[src/rtl/comparador_pagamento_if.sv]
// Bus between the vending controller and the payment responder.
// The controller side drives state, price and coin/cancel inputs; the responder returns OK, change and credit.
interface comparador_pagamento_if #(
    parameter int W = 8
);
    logic [1:0]   estados;
    logic [W-1:0] preco;
    logic         moeda_valida;
    logic [W-1:0] moeda_valor;
    logic         cancelar;
    logic         OK;
    logic         liberar;
    logic [W-1:0] troco;
    logic         troco_valido;
    logic [W-1:0] credito;
    logic         moeda_rejeitada;

    modport master (
        output estados, preco, moeda_valida, moeda_valor, cancelar,
        input  OK, liberar, troco, troco_valido, credito, moeda_rejeitada
    );

    modport slave (
        input  estados, preco, moeda_valida, moeda_valor, cancelar,
        output OK, liberar, troco, troco_valido, credito, moeda_rejeitada
    );
endinterface

[src/rtl/comparador_pagamento.sv]
// Payment responder: latches the price while the controller is in COMPARADOR, accumulates
// coins and finishes with a one-cycle OK, either paying out (with change) or refunding.
module comparador_pagamento #(
    parameter int W       = 8,
    parameter int TIMEOUT = 1000
) (
    input  logic                    clk,
    input  logic                    rst_n,
    comparador_pagamento_if.slave   bus
);
    typedef enum logic [2:0] {OCIOSO, ACUMULA, PAGO, DEVOLVE, AGUARDA} state_t;

    localparam logic [1:0] COMPARADOR = 2'b10;
    localparam int         CW         = $clog2(TIMEOUT);

    state_t         state, state_nx;
    logic [W-1:0]   preco_reg;
    logic [W-1:0]   credito_q, credito_nx;
    logic [W-1:0]   troco_q;
    logic [CW-1:0]  cnt;
    logic [W:0]     soma;
    logic           aceita;
    logic           em_comparador;
    logic           ok_q, liberar_q, troco_valido_q, rejeitada_q;

    assign em_comparador = (bus.estados == COMPARADOR);

    // NOTE: every variable gets its default before the case, so no path can infer a latch.
    always_comb begin
        state_nx   = state;
        soma       = {1'b0, credito_q} + {1'b0, bus.moeda_valor};
        aceita     = 1'b0;
        credito_nx = credito_q;
        case (state)
            OCIOSO: begin
                if (em_comparador) state_nx = ACUMULA;
            end
            ACUMULA: begin
                // Overflow shows up in the carry bit; such a coin is refused and credit holds.
                aceita = bus.moeda_valida && !soma[W];
                if (aceita) credito_nx = soma[W-1:0];
                if (!em_comparador)                               state_nx = OCIOSO;
                else if (bus.cancelar)                            state_nx = DEVOLVE;
                else if (credito_nx >= preco_reg)                 state_nx = PAGO;
                else if (!aceita && cnt == CW'(TIMEOUT - 1))      state_nx = DEVOLVE;
            end
            PAGO, DEVOLVE: state_nx = AGUARDA;
            AGUARDA: begin
                if (!em_comparador) state_nx = OCIOSO;
            end
            default: state_nx = OCIOSO;
        endcase
    end

    // NOTE: sequential state uses non-blocking assignments so all flops update from the same pre-edge values.
    always_ff @(posedge clk or negedge rst_n) begin
        if (!rst_n) begin
            state          <= OCIOSO;
            preco_reg      <= '0;
            credito_q      <= '0;
            troco_q        <= '0;
            cnt            <= '0;
            ok_q           <= 1'b0;
            liberar_q      <= 1'b0;
            troco_valido_q <= 1'b0;
            rejeitada_q    <= 1'b0;
        end else begin
            state          <= state_nx;
            ok_q           <= (state_nx == PAGO) || (state_nx == DEVOLVE);
            troco_valido_q <= (state_nx == PAGO) || (state_nx == DEVOLVE);
            liberar_q      <= (state_nx == PAGO);
            rejeitada_q    <= bus.moeda_valida && !aceita;

            if (state == OCIOSO) begin
                cnt <= '0;
                if (em_comparador) preco_reg <= bus.preco;
            end else if (state == ACUMULA) begin
                cnt <= aceita ? '0 : cnt + 1'b1;
            end

            // Change is loaded on the way into the pulse cycle so it is valid alongside troco_valido.
            if (state_nx == PAGO)         troco_q <= credito_nx - preco_reg;
            else if (state_nx == DEVOLVE) troco_q <= credito_nx;

            credito_q <= (state_nx == ACUMULA) ? credito_nx : '0;
        end
    end

    assign bus.OK              = ok_q;
    assign bus.liberar         = liberar_q;
    assign bus.troco_valido    = troco_valido_q;
    assign bus.moeda_rejeitada = rejeitada_q;
    assign bus.troco           = troco_q;
    assign bus.credito         = credito_q;
endmodule

[src/flat_wrapper.sv]
// flat-port wrapper written by rule: the top's interface ports become plain ports
module comparador_pagamento_flat 
#(
    parameter int W       = 8,
    parameter int TIMEOUT = 1000
)
  (clk, rst_n, bus_estados, bus_preco, bus_moeda_valida, bus_moeda_valor, bus_cancelar, bus_OK, bus_liberar, bus_troco, bus_troco_valido, bus_credito, bus_moeda_rejeitada);
  comparador_pagamento_if #(.W(W)) bus_i ();
  input  logic clk;
  input  logic rst_n;
  input wire logic [$bits(bus_i.estados)-1:0] bus_estados;
  input wire logic [$bits(bus_i.preco)-1:0] bus_preco;
  input wire logic [$bits(bus_i.moeda_valida)-1:0] bus_moeda_valida;
  input wire logic [$bits(bus_i.moeda_valor)-1:0] bus_moeda_valor;
  input wire logic [$bits(bus_i.cancelar)-1:0] bus_cancelar;
  output wire logic [$bits(bus_i.OK)-1:0] bus_OK;
  output wire logic [$bits(bus_i.liberar)-1:0] bus_liberar;
  output wire logic [$bits(bus_i.troco)-1:0] bus_troco;
  output wire logic [$bits(bus_i.troco_valido)-1:0] bus_troco_valido;
  output wire logic [$bits(bus_i.credito)-1:0] bus_credito;
  output wire logic [$bits(bus_i.moeda_rejeitada)-1:0] bus_moeda_rejeitada;
  assign bus_i.estados = bus_estados;
  assign bus_i.preco = bus_preco;
  assign bus_i.moeda_valida = bus_moeda_valida;
  assign bus_i.moeda_valor = bus_moeda_valor;
  assign bus_i.cancelar = bus_cancelar;
  assign bus_OK = bus_i.OK;
  assign bus_liberar = bus_i.liberar;
  assign bus_troco = bus_i.troco;
  assign bus_troco_valido = bus_i.troco_valido;
  assign bus_credito = bus_i.credito;
  assign bus_moeda_rejeitada = bus_i.moeda_rejeitada;
  comparador_pagamento #(.W(W), .TIMEOUT(TIMEOUT)) u_core (.clk(clk), .rst_n(rst_n), .bus(bus_i));
endmodule
[config.mk]
export PLATFORM = sky130hd
export DESIGN_NAME = comparador_pagamento_flat
export DESIGN_NICKNAME = d
export VERILOG_FILES = /design/src/rtl/comparador_pagamento_if.sv /design/src/rtl/comparador_pagamento.sv /design/src/flat_wrapper.sv
export SDC_FILE = /design/constraint.sdc
export NUM_CORES = 1
export LEC_CHECK = 0
export ABC_CLOCK_PERIOD_IN_PS = 10700
export CAP_MARGIN = 20
export CORE_MARGIN = 3
export CORE_UTILIZATION = 30
export DETAILED_ROUTE_END_ITERATION = 8
export PLACE_DENSITY = 0.46
export SYNTH_ARGS = -nofsm -noshare
export SYNTH_HDL_FRONTEND = slang
export SYNTH_SLANG_ARGS = --single-unit
[constraint.sdc]
create_clock -name clk -period 10.7 [get_ports clk]
set_clock_uncertainty 0.2 [all_clocks]
set_input_delay 2.675 -clock clk [delete_from_list [all_inputs] [get_ports clk]]
set_output_delay 2.675 -clock clk [all_outputs]
set_load 0.01 [all_outputs]
==> results_tabular.tex, run 1 <==
\begin{tabular}{lr}
\hline
Metric & Value \\
\hline
\multicolumn{2}{l}{\textbf{Route}} \\
\quad Average wire length per cell after detail routing & 15.0 um \\
\quad Count of unresolved DRC violations after routing & 0 \\
\quad Via total after detailed routing & 2,154 \\
\quad Ratio of routed vias to standard cells & 4.93 \\
\quad Total detailed-routing wirelength & 6560 um \\
\quad Initial detailed-routing violation count & 61 \\
\quad Residual antenna-violating net count after detailed routing & 0 \\
\quad Initial DRT Pass Iterations & 6 \\
\multicolumn{2}{l}{\textbf{Setup path}} \\
\quad Crit. End Element & register \\
\quad Largest fanout of any net on the critical path & 11 \\
\quad Kind of critical path & input pin to register \\
\quad List of cells traversed by the critical path & clkdlybuf4s50\_1 > ha\_1 > fa\_1 > a211oi\_2 > o211ai\_1 > and2\_1 > mux2\_2 > ha\_1 > a211oi\_1 > o21ai\_1 > a211oi\_2 > o21ai\_1 > inv\_2 > mux2\_4 > mux2\_4 \\
\quad Data arrival time of the critical path & 6.97 ns \\
\quad Buffering stage count on the worst path with inverters included & 2 \\
\quad Startpoint types & input pin \\
\quad Required arrival time at the worst endpoint & 10.69 ns \\
\quad Dominant delay contributor by cell family on the critical path & compound AO/OA/AOI/OAI gates \\
\quad Highest-delay cell along the critical path & fa\_1 \\
\quad Slowest cell delay on critical path & 0.43 ns \\
\multicolumn{2}{l}{\textbf{Global route}} \\
\quad Largest net degree at the start of global routing & 41 \\
\quad Global-route wire length before repair & 10,600 um \\
\quad Antenna violations before repair & 0 \\
\quad Total global routing track utilization & 13.2\% \\
\quad Vias in the first global route & 2,064 \\
\quad GRT overflow & 0 \\
\multicolumn{2}{l}{\textbf{Placed design}} \\
\quad Port-buffer cells & 41 \\
\quad Final RePlAce weighted congestion & 0.835 \\
\quad Post-DP HPWL & 5060 um \\
\quad Area of placed instances & 3260 sq um \\
\multicolumn{2}{l}{\textbf{Floorplan}} \\
\quad Initial core utilization & 31.2\% \\
\quad Core outline area & 8810 sq um \\
\quad Total die area & 10,400 sq um \\
\quad Die boundary height & 102 um \\
\quad Horizontal die dimension & 102 um \\
\quad Number of rows created at floorplan & 34 \\
\quad Number of ports placed on the die boundary & 42 \\
\multicolumn{2}{l}{\textbf{Synth}} \\
\quad Number of flops mapped to enable cells by yosys & 0 \\
\quad Library cell with the largest summed area after synthesis & dfrtp\_1 \\
\quad Post-Synthesis Net Count & 334 \\
\quad Share of the yosys chip area belonging to registers & 36.4\% \\
\quad Library cell with the highest instance count after synthesis & dfrtp\_1 \\
\quad FFs w/ async S/R, synth & 100\% \\
\quad Synthesized area per cell & 9.62 sq um \\
\quad Area share of the largest cell type after synthesis & 36.4\% \\
\quad Yosys warnings & 0 \\
\quad Number of different library cells in the post-synthesis netlist & 54 \\
\quad Main area contributors after synthesis & dfrtp\_1 (36\%), ha\_1 (11\%), mux2\_2 (5.3\%) \\
\quad Top cells by count, synth & dfrtp\_1 (40), nand2\_1 (25), ha\_1 (24), o21ai\_0 (24), inv\_1 (18) \\
\quad Commonest register cell after synthesis & dfrtp\_1 \\
\quad Number of instances in the synthesized netlist & 286 \\
\quad Flops \& latches, synth & 40 \\
\quad Post-synth design cell area & 2750 sq um \\
\multicolumn{2}{l}{\textbf{Clock tree}} \\
\quad Clock tree root buffer cell & clkbuf\_8 \\
\quad Buffers inserted during post-CTS setup optimization & 0 \\
\quad Number of gates resized after cts & 0 \\
\quad TritonCTS buffer count & 5 \\
\quad Number of sinks driven by the clock tree & 40 \\
\quad Maximum root-to-sink buffer count & 2 \\
\quad Deepest level of the CTS H-tree & 2 \\
\quad Clock-pin transition on the worst setup and hold timing paths & 0.08 ns \\
\quad CTS tree & done \\
\quad Count of hold-fix buffers inserted at cts & 0 \\
\quad Latest clock arrival within the worst-skew pair & 0.30 ns \\
\multicolumn{2}{l}{\textbf{Timing}} \\
\quad Hold violation count in the final report & 0 \\
\quad Maximum clock frequency & 143 MHz \\
\quad Final Setup Violations & 0 \\
\quad Worst slew margin relative to its limit & 38.3\% \\
\quad Tcrit/Tclk final & 65.2\% \\
\quad Final critical delay including setup and external delays & 6.97 ns \\
\quad Worst slew pin tran & 0.925 ns \\
\quad Count of pins over their slew limit & 0 \\
\quad Setup Total Neg Slack & 0 ns \\
\quad Setup repair after global routing missed its margin & no \\
\multicolumn{2}{l}{\textbf{Final layout}} \\
\quad Biggest register & u\_core.cnt \\
\quad N\_diodes & 0 \\
\quad Area added between synthesis and finish & 21.9\% \\
\quad Final non-filler cell area & 3350 sq um \\
\quad Max FFs per register & 10 \\
\quad Net count, final & 376 \\
\quad Share of post-route cells with drive strength above 1 & 10.0\% \\
\multicolumn{2}{l}{\textbf{Job}} \\
\quad Max\_cap viols & 0 \\
\multicolumn{2}{l}{\textbf{Status}} \\
\quad Run status & complete, no violations \\
\multicolumn{2}{l}{\textbf{Power and ir drop}} \\
\quad Leakage dissipation & 1.48 nW \\
\quad Total power consumption of the routed design & 0.000469 W \\
\quad Power per Cell Area & 140 nW/um\^{}2 \\
\quad Maximum VDD drop & 0.0599 mV \\
\multicolumn{2}{l}{\textbf{Min path}} \\
\quad Min-Delay Path Class & register to register \\
\hline
\end{tabular}
## path summary, 6_finish.rpt
| check | slack [ns] | cells after the start | start | endpoint |
|---|---|---|---|---|
| worst max register to register | 6.05 | 14 | u_core.bus.credito[0]$_DFF_PN0_ | u_core.bus.troco[1]$_DFFE_PN0P_ |
| min in group asynchronous | 2.29 | 1 | rst_n | u_core.cnt[5]$_DFFE_PN0P_ |
| worst min-delay path | 0.31 | 2 | u_core.bus.troco[7]$_DFFE_PN0P_ | u_core.bus.troco[7]$_DFFE_PN0P_ |
| max in group asynchronous | 7.40 | 1 | rst_n | u_core.bus.credito[4]$_DFF_PN0_ |
| worst min register to register | 0.31 | 2 | u_core.bus.troco[7]$_DFFE_PN0P_ | u_core.bus.troco[7]$_DFFE_PN0P_ |
| worst max-delay path | 3.73 | 15 | bus_moeda_valor[0] | u_core.bus.troco[1]$_DFFE_PN0P_ |
## cell type report
type,instances,area (sq um)
fillers,883,5450
well taps,108,135
inverters,19,71.3
clock inverters,1,7.51
multi-input cells,220,1640
flip-flops and latches,40,1000
clock buffers,7,86.3
repair buffers,42,413
## report_power, final
group	switching [W]	internal, W	leakage [nW]	total [W]
clock network	0.0000574	0.0000525	0.0445	0.000110
logic	0.0000821	0.0000903	0.910	0.000172
registers	0.0000127	0.000174	0.526	0.000186
total	0.000152	0.000317	1.48	0.000469
## per-layer routing
metal  global-route usage [%]  wire (um)  vias to the layer above  part of all wire [%]
li1                         -          -                     1108                     -
met2                     20.9       3010                       48                    46
met1                     18.5       3180                      990                    48
met3                     2.55        304                        8                   4.6
met4                     3.68         66                        0                   1.0
met5                        0          0                        -                     0
## placed cells by master, fill, tap and decap left out, types with 3 or more instances in the layout
master	instances
clkdlybuf4s50_1	40
dfrtp_1	40
nand2_1	25
o21ai_0	24
ha_1	24
inv_1	18
nor2_1	17
mux2_2	13
nand3_1	11
a21oi_1	10
nor2b_1	9
mux2i_1	8
xnor2_1	7
xor2_1	6
clkbuf_8	6
o21ai_1	4
a31oi_1	4
nand2b_1	4
nor3_1	4
o31ai_1	4
mux2_4	3
a211oi_1	3
o211ai_1	3
## worst min-delay path, stage by stage, from the launching register on
cell and delay [ns]:
dfrtp_1 0.36, nand2b_1 0.06, nand3_1 0.06
## kinds of logic after synthesis
kind of cell	synth area share, %
xor gates and xnor gates	4.14
and+or+nand+nor	17.2
adders and majority gates	12.4
DFF	36.4
buffers and inverters	4.05
AOI/OAI and AO/OA	16.0
muxes	9.87
## through the flow
step                      setup WS [ns]  hold slack, ns  util [%]  std cells
after global routing               3.37           0.357      38.1        437
after detailed placement           3.41           0.294      37.0        429
final                              3.73           0.307      38.1        437
after global placement             3.54           0.293      37.0        429
after floorplan                    4.21           0.268         -        286
after CTS                          3.71           0.314      38.1        437
No activity file was read; power rests on OpenSTA's default activity.
==> inputs of run 2 (changes only) <==
Settings changed: ABC_CLOCK_PERIOD_IN_PS 10700 to 6300, PLACE_DENSITY 0.46 to 0.48.
Clock period 10.7 ns to 6.3 ns, I/O delays scaled along.
==> results_tabular.tex, run 2 (synthesis gave the netlist of run 1 again) <==
\begin{tabular}{lr}
\hline
Metric & Value \\
\hline
\multicolumn{2}{l}{\textbf{Setup path}} \\
\quad Required arrival time at the worst endpoint & 6.29 ns \\
\quad Largest fanout of any net on the critical path & 11 \\
\quad Kind of critical path & input pin to register \\
\quad Highest-delay cell along the critical path & fa\_1 \\
\quad Data arrival time of the critical path & 5.74 ns \\
\quad FF-to-FF setup slack & 1.78 ns \\
\quad Slowest cell delay on critical path & 0.43 ns \\
\quad Endpoint of the worst register-to-register path & u\_core.bus.troco[1]\$\_DFFE\_PN0P\_ \\
\quad List of cells traversed by the critical path & clkdlybuf4s50\_1 > ha\_1 > fa\_1 > a211oi\_2 > o211ai\_1 > and2\_1 > mux2\_2 > ha\_1 > a211oi\_1 > o21ai\_1 > a211oi\_2 > o21ai\_1 > inv\_2 > mux2\_4 > mux2\_4 \\
\quad Startpoint types & input pin \\
\quad Depth of the worst register-to-register path & 14 \\
\quad Crit. End Element & register \\
\quad Critical R2R Launch & u\_core.bus.credito[0]\$\_DFF\_PN0\_ \\
\multicolumn{2}{l}{\textbf{Floorplan}} \\
\quad Initial core utilization & 31.2\% \\
\quad Die boundary height & 102 um \\
\quad Core outline area & 8810 sq um \\
\quad Horizontal die dimension & 102 um \\
\quad Total die area & 10,400 sq um \\
\quad Number of ports placed on the die boundary & 42 \\
\quad Number of rows created at floorplan & 34 \\
\multicolumn{2}{l}{\textbf{Clock tree}} \\
\quad Count of hold-fix buffers inserted at cts & 0 \\
\quad Buffers inserted during post-CTS setup optimization & 0 \\
\quad Clock tree root buffer cell & clkbuf\_8 \\
\quad Maximum root-to-sink buffer count & 2 \\
\quad Number of sinks driven by the clock tree & 40 \\
\quad Latest clock arrival within the worst-skew pair & 0.30 ns \\
\quad Clock-pin transition on the worst setup and hold timing paths & 0.09 ns \\
\quad CTS tree & done \\
\quad TritonCTS buffer count & 5 \\
\quad Number of gates resized after cts & 0 \\
\quad Deepest level of the CTS H-tree & 2 \\
\multicolumn{2}{l}{\textbf{Global route}} \\
\quad Met1 track demand over resource & 18.0\% \\
\quad Layer with the highest usage after global routing & met2 \\
\quad Vias in the first global route & 2,207 \\
\quad Total global routing track utilization & 13.4\% \\
\quad GRT overflow & 0 \\
\quad Largest net degree at the start of global routing & 41 \\
\quad Met3 Usage GRT & 2.34\% \\
\quad Met2 track utilization from global routing & 22.7\% \\
\quad Antenna violations before repair & 0 \\
\quad Global-route wire length before repair & 10,900 um \\
\multicolumn{2}{l}{\textbf{Placed design}} \\
\quad Area of placed instances & 3290 sq um \\
\quad Final RePlAce weighted congestion & 0.827 \\
\quad Post-DP HPWL & 5080 um \\
\quad Port-buffer cells & 41 \\
\multicolumn{2}{l}{\textbf{Power and ir drop}} \\
\quad Maximum VDD drop & 0.108 mV \\
\quad Power per Cell Area & 236 nW/um\^{}2 \\
\quad Leakage dissipation & 1.50 nW \\
\multicolumn{2}{l}{\textbf{Timing}} \\
\quad Worst slew pin tran & 0.943 ns \\
\quad Tcrit/Tclk final & 91.3\% \\
\quad Setup repair after global routing missed its margin & no \\
\quad Hold violation count in the final report & 0 \\
\quad Maximum clock frequency & 174 MHz \\
\quad Count of pins over their slew limit & 0 \\
\quad Final critical delay including setup and external delays & 5.75 ns \\
\quad Final Setup Violations & 0 \\
\quad Setup Total Neg Slack & 0 ns \\
\quad Worst slew margin relative to its limit & 37.1\% \\
\multicolumn{2}{l}{\textbf{Route}} \\
\quad Residual antenna-violating net count after detailed routing & 0 \\
\quad Average wire length per cell after detail routing & 14.8 um \\
\quad Count of unresolved DRC violations after routing & 0 \\
\quad Initial DRT Pass Iterations & 4 \\
\quad Total detailed-routing wirelength & 6520 um \\
\quad Via total after detailed routing & 2,195 \\
\quad Ratio of routed vias to standard cells & 4.98 \\
\quad Initial detailed-routing violation count & 102 \\
\multicolumn{2}{l}{\textbf{Final layout}} \\
\quad N\_diodes & 0 \\
\quad Max FFs per register & 10 \\
\quad Final non-filler cell area & 3390 sq um \\
\quad Biggest register & u\_core.cnt \\
\quad Share of post-route cells with drive strength above 1 & 11.4\% \\
\quad Most frequent cells in the layout & clkdlybuf4s50\_1 (40), dfrtp\_1 (40), nand2\_1 (25) \\
\quad Core Util, Final & 38.5\% \\
\quad Area added between synthesis and finish & 23.1\% \\
\quad Net count, final & 380 \\
\multicolumn{2}{l}{\textbf{Job}} \\
\quad Max\_cap viols & 0 \\
\multicolumn{2}{l}{\textbf{Status}} \\
\quad Run status & complete, no violations \\
\multicolumn{2}{l}{\textbf{Min path}} \\
\quad Count of cells along the worst hold path & 2 \\
\quad Min-Delay Path Class & register to register \\
\quad Start point of the worst hold path & u\_core.bus.troco[7]\$\_DFFE\_PN0P\_ \\
\quad Capture endpoint of the worst hold path & u\_core.bus.troco[7]\$\_DFFE\_PN0P\_ \\
\hline
\end{tabular}
## run 2: changes by cell type in the layout (fill, tap and decap cells not counted), sizes merged
| cell | delta |
|---|---|
| clkinvlp | +1 |
| clkbuf | -1 |
| buf | +4 |
## run 2: how the worst max path moves through the flow
stage	startpoint	endpoint	slack [ns]	cells after the start
detailed placement	bus_moeda_valor[0]	u_core.bus.troco[1]$_DFFE_PN0P_	0.25	15
floorplan	bus_moeda_valor[0]	u_core.bus.troco[1]$_DFFE_PN0P_	0.91	15
finish	bus_moeda_valor[0]	u_core.bus.troco[1]$_DFFE_PN0P_	0.55	15
global placement	bus_moeda_valor[0]	u_core.bus.troco[1]$_DFFE_PN0P_	0.34	15
global route	bus_moeda_valor[0]	u_core.bus.credito[0]$_DFF_PN0_	0.21	16
CTS	bus_moeda_valor[0]	u_core.bus.credito[1]$_DFF_PN0_	0.55	16
## run 2: per-layer routing
metal / vias to the layer above / part of all wire (%)
met3: 8 / 3.1
met2: 40 / 47
met5: - / 0
met4: 0 / 0.95
li1: 1121 / -
met1: 1026 / 49
## run 2: area by class of cell
| class | instances | area, sq um |
|---|---|---|
| fillers | 887 | 5420 |
| well taps | 108 | 135 |
| inverters | 19 | 71.3 |
| repair buffers | 46 | 443 |
| multi-input cells | 220 | 1640 |
| clock inverters | 2 | 15.0 |
| clock buffers | 6 | 82.6 |
| flip-flops and latches | 40 | 1000 |
## run 2: power breakdown
part	total [W]	switching [W]	internal [W]
Clock	0.000186	0.0000975	0.0000888
Combinational	0.000295	0.000140	0.000155
Sequential	0.000317	0.0000214	0.000295
Total	0.000798	0.000259	0.000539
## run 2: stage by stage
stage	hold WS (ns)	total power [W]	cells	setup slack, ns
detailed placement	0.298	0.000620	433	0.246
global route	0.345	0.000861	441	0.206
CTS	0.318	0.000811	441	0.555
floorplan	0.268	0.000501	286	0.906
global placement	0.290	0.000617	433	0.338
finish	0.302	0.000798	441	0.549
## run 2: worst max-delay path, delay by kind of cell
| family | cells | cell delay, ns |
|---|---|---|
| compound gates | 6 | 1.50 |
| fa+ha+maj | 3 | 0.93 |
| buf+inv | 2 | 0.53 |
| mux | 3 | 0.88 |
| simple gates | 1 | 0.33 |
==> inputs of run 3 (changes only) <==
Settings changed: ABC_CLOCK_PERIOD_IN_PS 6300 to 4630.
Clock period 6.3 ns to 4.63 ns, I/O delays scaled along.
==> results_tabular.tex, run 3 (synthesis gave the netlist of run 1 again) <==
\begin{tabular}{lr}
\hline
Metric & Value \\
\hline
\multicolumn{2}{l}{\textbf{Global route}} \\
\quad Largest net degree at the start of global routing & 41 \\
\quad Global-route wire length before repair & 11,600 um \\
\quad Antenna violations before repair & 0 \\
\quad Total global routing track utilization & 14.2\% \\
\quad Vias in the first global route & 2,473 \\
\quad GRT overflow & 0 \\
\multicolumn{2}{l}{\textbf{Min path}} \\
\quad Min-Delay Path Class & register to register \\
\multicolumn{2}{l}{\textbf{Clock tree}} \\
\quad Clock tree root buffer cell & clkbuf\_8 \\
\quad CTS tree & done \\
\quad TritonCTS buffer count & 5 \\
\quad Latest clock arrival within the worst-skew pair & 0.28 ns \\
\quad Deepest level of the CTS H-tree & 2 \\
\quad Number of sinks driven by the clock tree & 40 \\
\quad Clock-pin transition on the worst setup and hold timing paths & 0.07 ns \\
\quad Maximum root-to-sink buffer count & 2 \\
\multicolumn{2}{l}{\textbf{Final layout}} \\
\quad Commonest non-fill, non-tap cell in the layout & buf\_4 \\
\quad Net count, final & 428 \\
\quad Biggest register & u\_core.cnt \\
\quad Most frequent cells in the layout & buf\_4 (51), dfrtp\_1 (40), clkdlybuf4s50\_1 (37) \\
\quad Core Util, Final & 44.5\% \\
\quad N\_diodes & 0 \\
\quad Share of post-route cells with drive strength above 1 & 27.9\% \\
\quad Area added between synthesis and finish & 42.4\% \\
\quad Max FFs per register & 10 \\
\multicolumn{2}{l}{\textbf{Setup path}} \\
\quad Data arrival time of the critical path & 4.44 ns \\
\quad Crit. End Element & register \\
\quad List of cells traversed by the critical path & clkdlybuf4s50\_1 > ha\_1 > o21ai\_1 > a31oi\_1 > and2\_4 > mux2\_2 > ha\_1 > a211oi\_2 > o21ai\_2 > a211oi\_4 > o21ai\_4 > inv\_2 > mux2\_4 > mux2\_4 \\
\quad Kind of critical path & input pin to register \\
\quad Highest-delay cell along the critical path & clkdlybuf4s50\_1 \\
\quad Startpoint types & input pin \\
\quad Required arrival time at the worst endpoint & 4.60 ns \\
\quad Buffering stage count on the worst path with inverters included & 2 \\
\quad Dominant delay contributor by cell family on the critical path & compound AO/OA/AOI/OAI gates \\
\quad Slowest cell delay on critical path & 0.40 ns \\
\quad Largest fanout of any net on the critical path & 8 \\
\multicolumn{2}{l}{\textbf{Placed design}} \\
\quad Post-Place Setup Slack & -0.688 ns \\
\quad Post-DP HPWL & 5520 um \\
\quad Final RePlAce weighted congestion & 0.833 \\
\quad Port-buffer cells & 41 \\
\multicolumn{2}{l}{\textbf{Floorplan}} \\
\quad Initial core utilization & 31.2\% \\
\quad Number of ports placed on the die boundary & 42 \\
\quad Die boundary height & 102 um \\
\quad Core outline area & 8810 sq um \\
\quad Horizontal die dimension & 102 um \\
\quad Total die area & 10,400 sq um \\
\quad Number of rows created at floorplan & 34 \\
\multicolumn{2}{l}{\textbf{Power and ir drop}} \\
\quad Total power consumption of the routed design & 0.00118 W \\
\quad Leakage dissipation & 1.77 nW \\
\quad Power per Cell Area & 301 nW/um\^{}2 \\
\quad Maximum VDD drop & 0.167 mV \\
\multicolumn{2}{l}{\textbf{Route}} \\
\quad Ratio of routed vias to standard cells & 4.92 \\
\quad Residual antenna-violating net count after detailed routing & 0 \\
\quad Via total after detailed routing & 2,399 \\
\quad Count of unresolved DRC violations after routing & 0 \\
\quad Initial DRT Pass Iterations & 4 \\
\quad Average wire length per cell after detail routing & 14.2 um \\
\quad Initial detailed-routing violation count & 65 \\
\quad Total detailed-routing wirelength & 6940 um \\
\multicolumn{2}{l}{\textbf{Timing}} \\
\quad Final critical delay including setup and external delays & 4.47 ns \\
\quad Setup Total Neg Slack & 0 ns \\
\quad Count of pins over their slew limit & 0 \\
\quad Hold violation count in the final report & 0 \\
\quad Worst slew pin tran & 0.921 ns \\
\quad Maximum clock frequency & 224 MHz \\
\quad Final Setup Violations & 0 \\
\quad Tcrit/Tclk final & 96.6\% \\
\quad Hold Worst Slack & 0.313 ns \\
\quad Minimum setup slack in the final design & 0.156 ns \\
\quad Worst slew margin relative to its limit & 38.6\% \\
\multicolumn{2}{l}{\textbf{Job}} \\
\quad Max\_cap viols & 0 \\
\multicolumn{2}{l}{\textbf{Status}} \\
\quad Run status & complete, no violations \\
\hline
\end{tabular}
## run 3: layout make-up
type,instances,area (sq um)
Clock buffer,7,96.3
Fill cell,823,4890
Timing Repair Buffer,94,813
Sequential cell,40,1000
Tap cell,108,135
Multi-Input combinational cell,220,1800
Inverter,19,71.3
## run 3: metal layers
metal  global-route usage [%]  vias to the layer above  part of all wire [%]
li1                         -                     1211                     -
met1                     18.0                     1148                    46
met2                     25.0                       34                    50
met3                     2.69                        6                   2.4
met4                     2.97                        0                   1.1
met5                        0                        -                     0
## run 3: report_power, final
part / internal (W) / switching, W
sequential: 0.000402 / 0.0000296
combinational: 0.000276 / 0.000224
clock: 0.000133 / 0.000117
total: 0.000811 / 0.000370
## run 3: path summary, 6_finish.rpt
path,from,slack [ns],end,cells past startpoint
worst max register to register,u_core.bus.credito[0]$_DFF_PN0_,0.64,u_core.bus.troco[1]$_DFFE_PN0P_,14
worst max-delay path,bus_moeda_valor[5],0.16,u_core.bus.troco[1]$_DFFE_PN0P_,14
worst min register to register,u_core.bus.troco[2]$_DFFE_PN0P_,0.31,u_core.bus.troco[2]$_DFFE_PN0P_,1
min in group asynchronous,rst_n,0.81,u_core.preco_reg[7]$_DFFE_PN0P_,1
worst min-delay path,u_core.bus.troco[2]$_DFFE_PN0P_,0.31,u_core.bus.troco[2]$_DFFE_PN0P_,1
max in group asynchronous,rst_n,2.85,u_core.bus.credito[4]$_DFF_PN0_,1
## run 3: timing repair
| action | 4_1_cts | 5_1_grt |
|---|---|---|
| pin swaps | 6 | 19 |
| resized for setup | 10 | 26 |
| hold buffers | 0 | 0 |
| endpoints found under the setup margin | 17 | 15 |
| setup buffers | 2 | 2 |
## run 3: worst reg2reg max path, delay by kind of cell (launching register included)
kind / cells / cell delay (ns)
AO/OA/AOI/OAI: 6 / 1.26
multiplexers: 3 / 0.87
adder cells (fa/ha/maj): 3 / 0.81
flip-flops: 1 / 0.45
AND/OR/NAND/NOR: 1 / 0.19
buffers and inverters: 1 / 0.09
## run 3: through the flow
step	cells	cell area (sq um)
6_report	488	3920
5_1_grt	488	3920
4_1_cts	487	3820
3_5_place_dp	478	3670
3_3_place_gp	478	3670
2_1_floorplan	286	2800
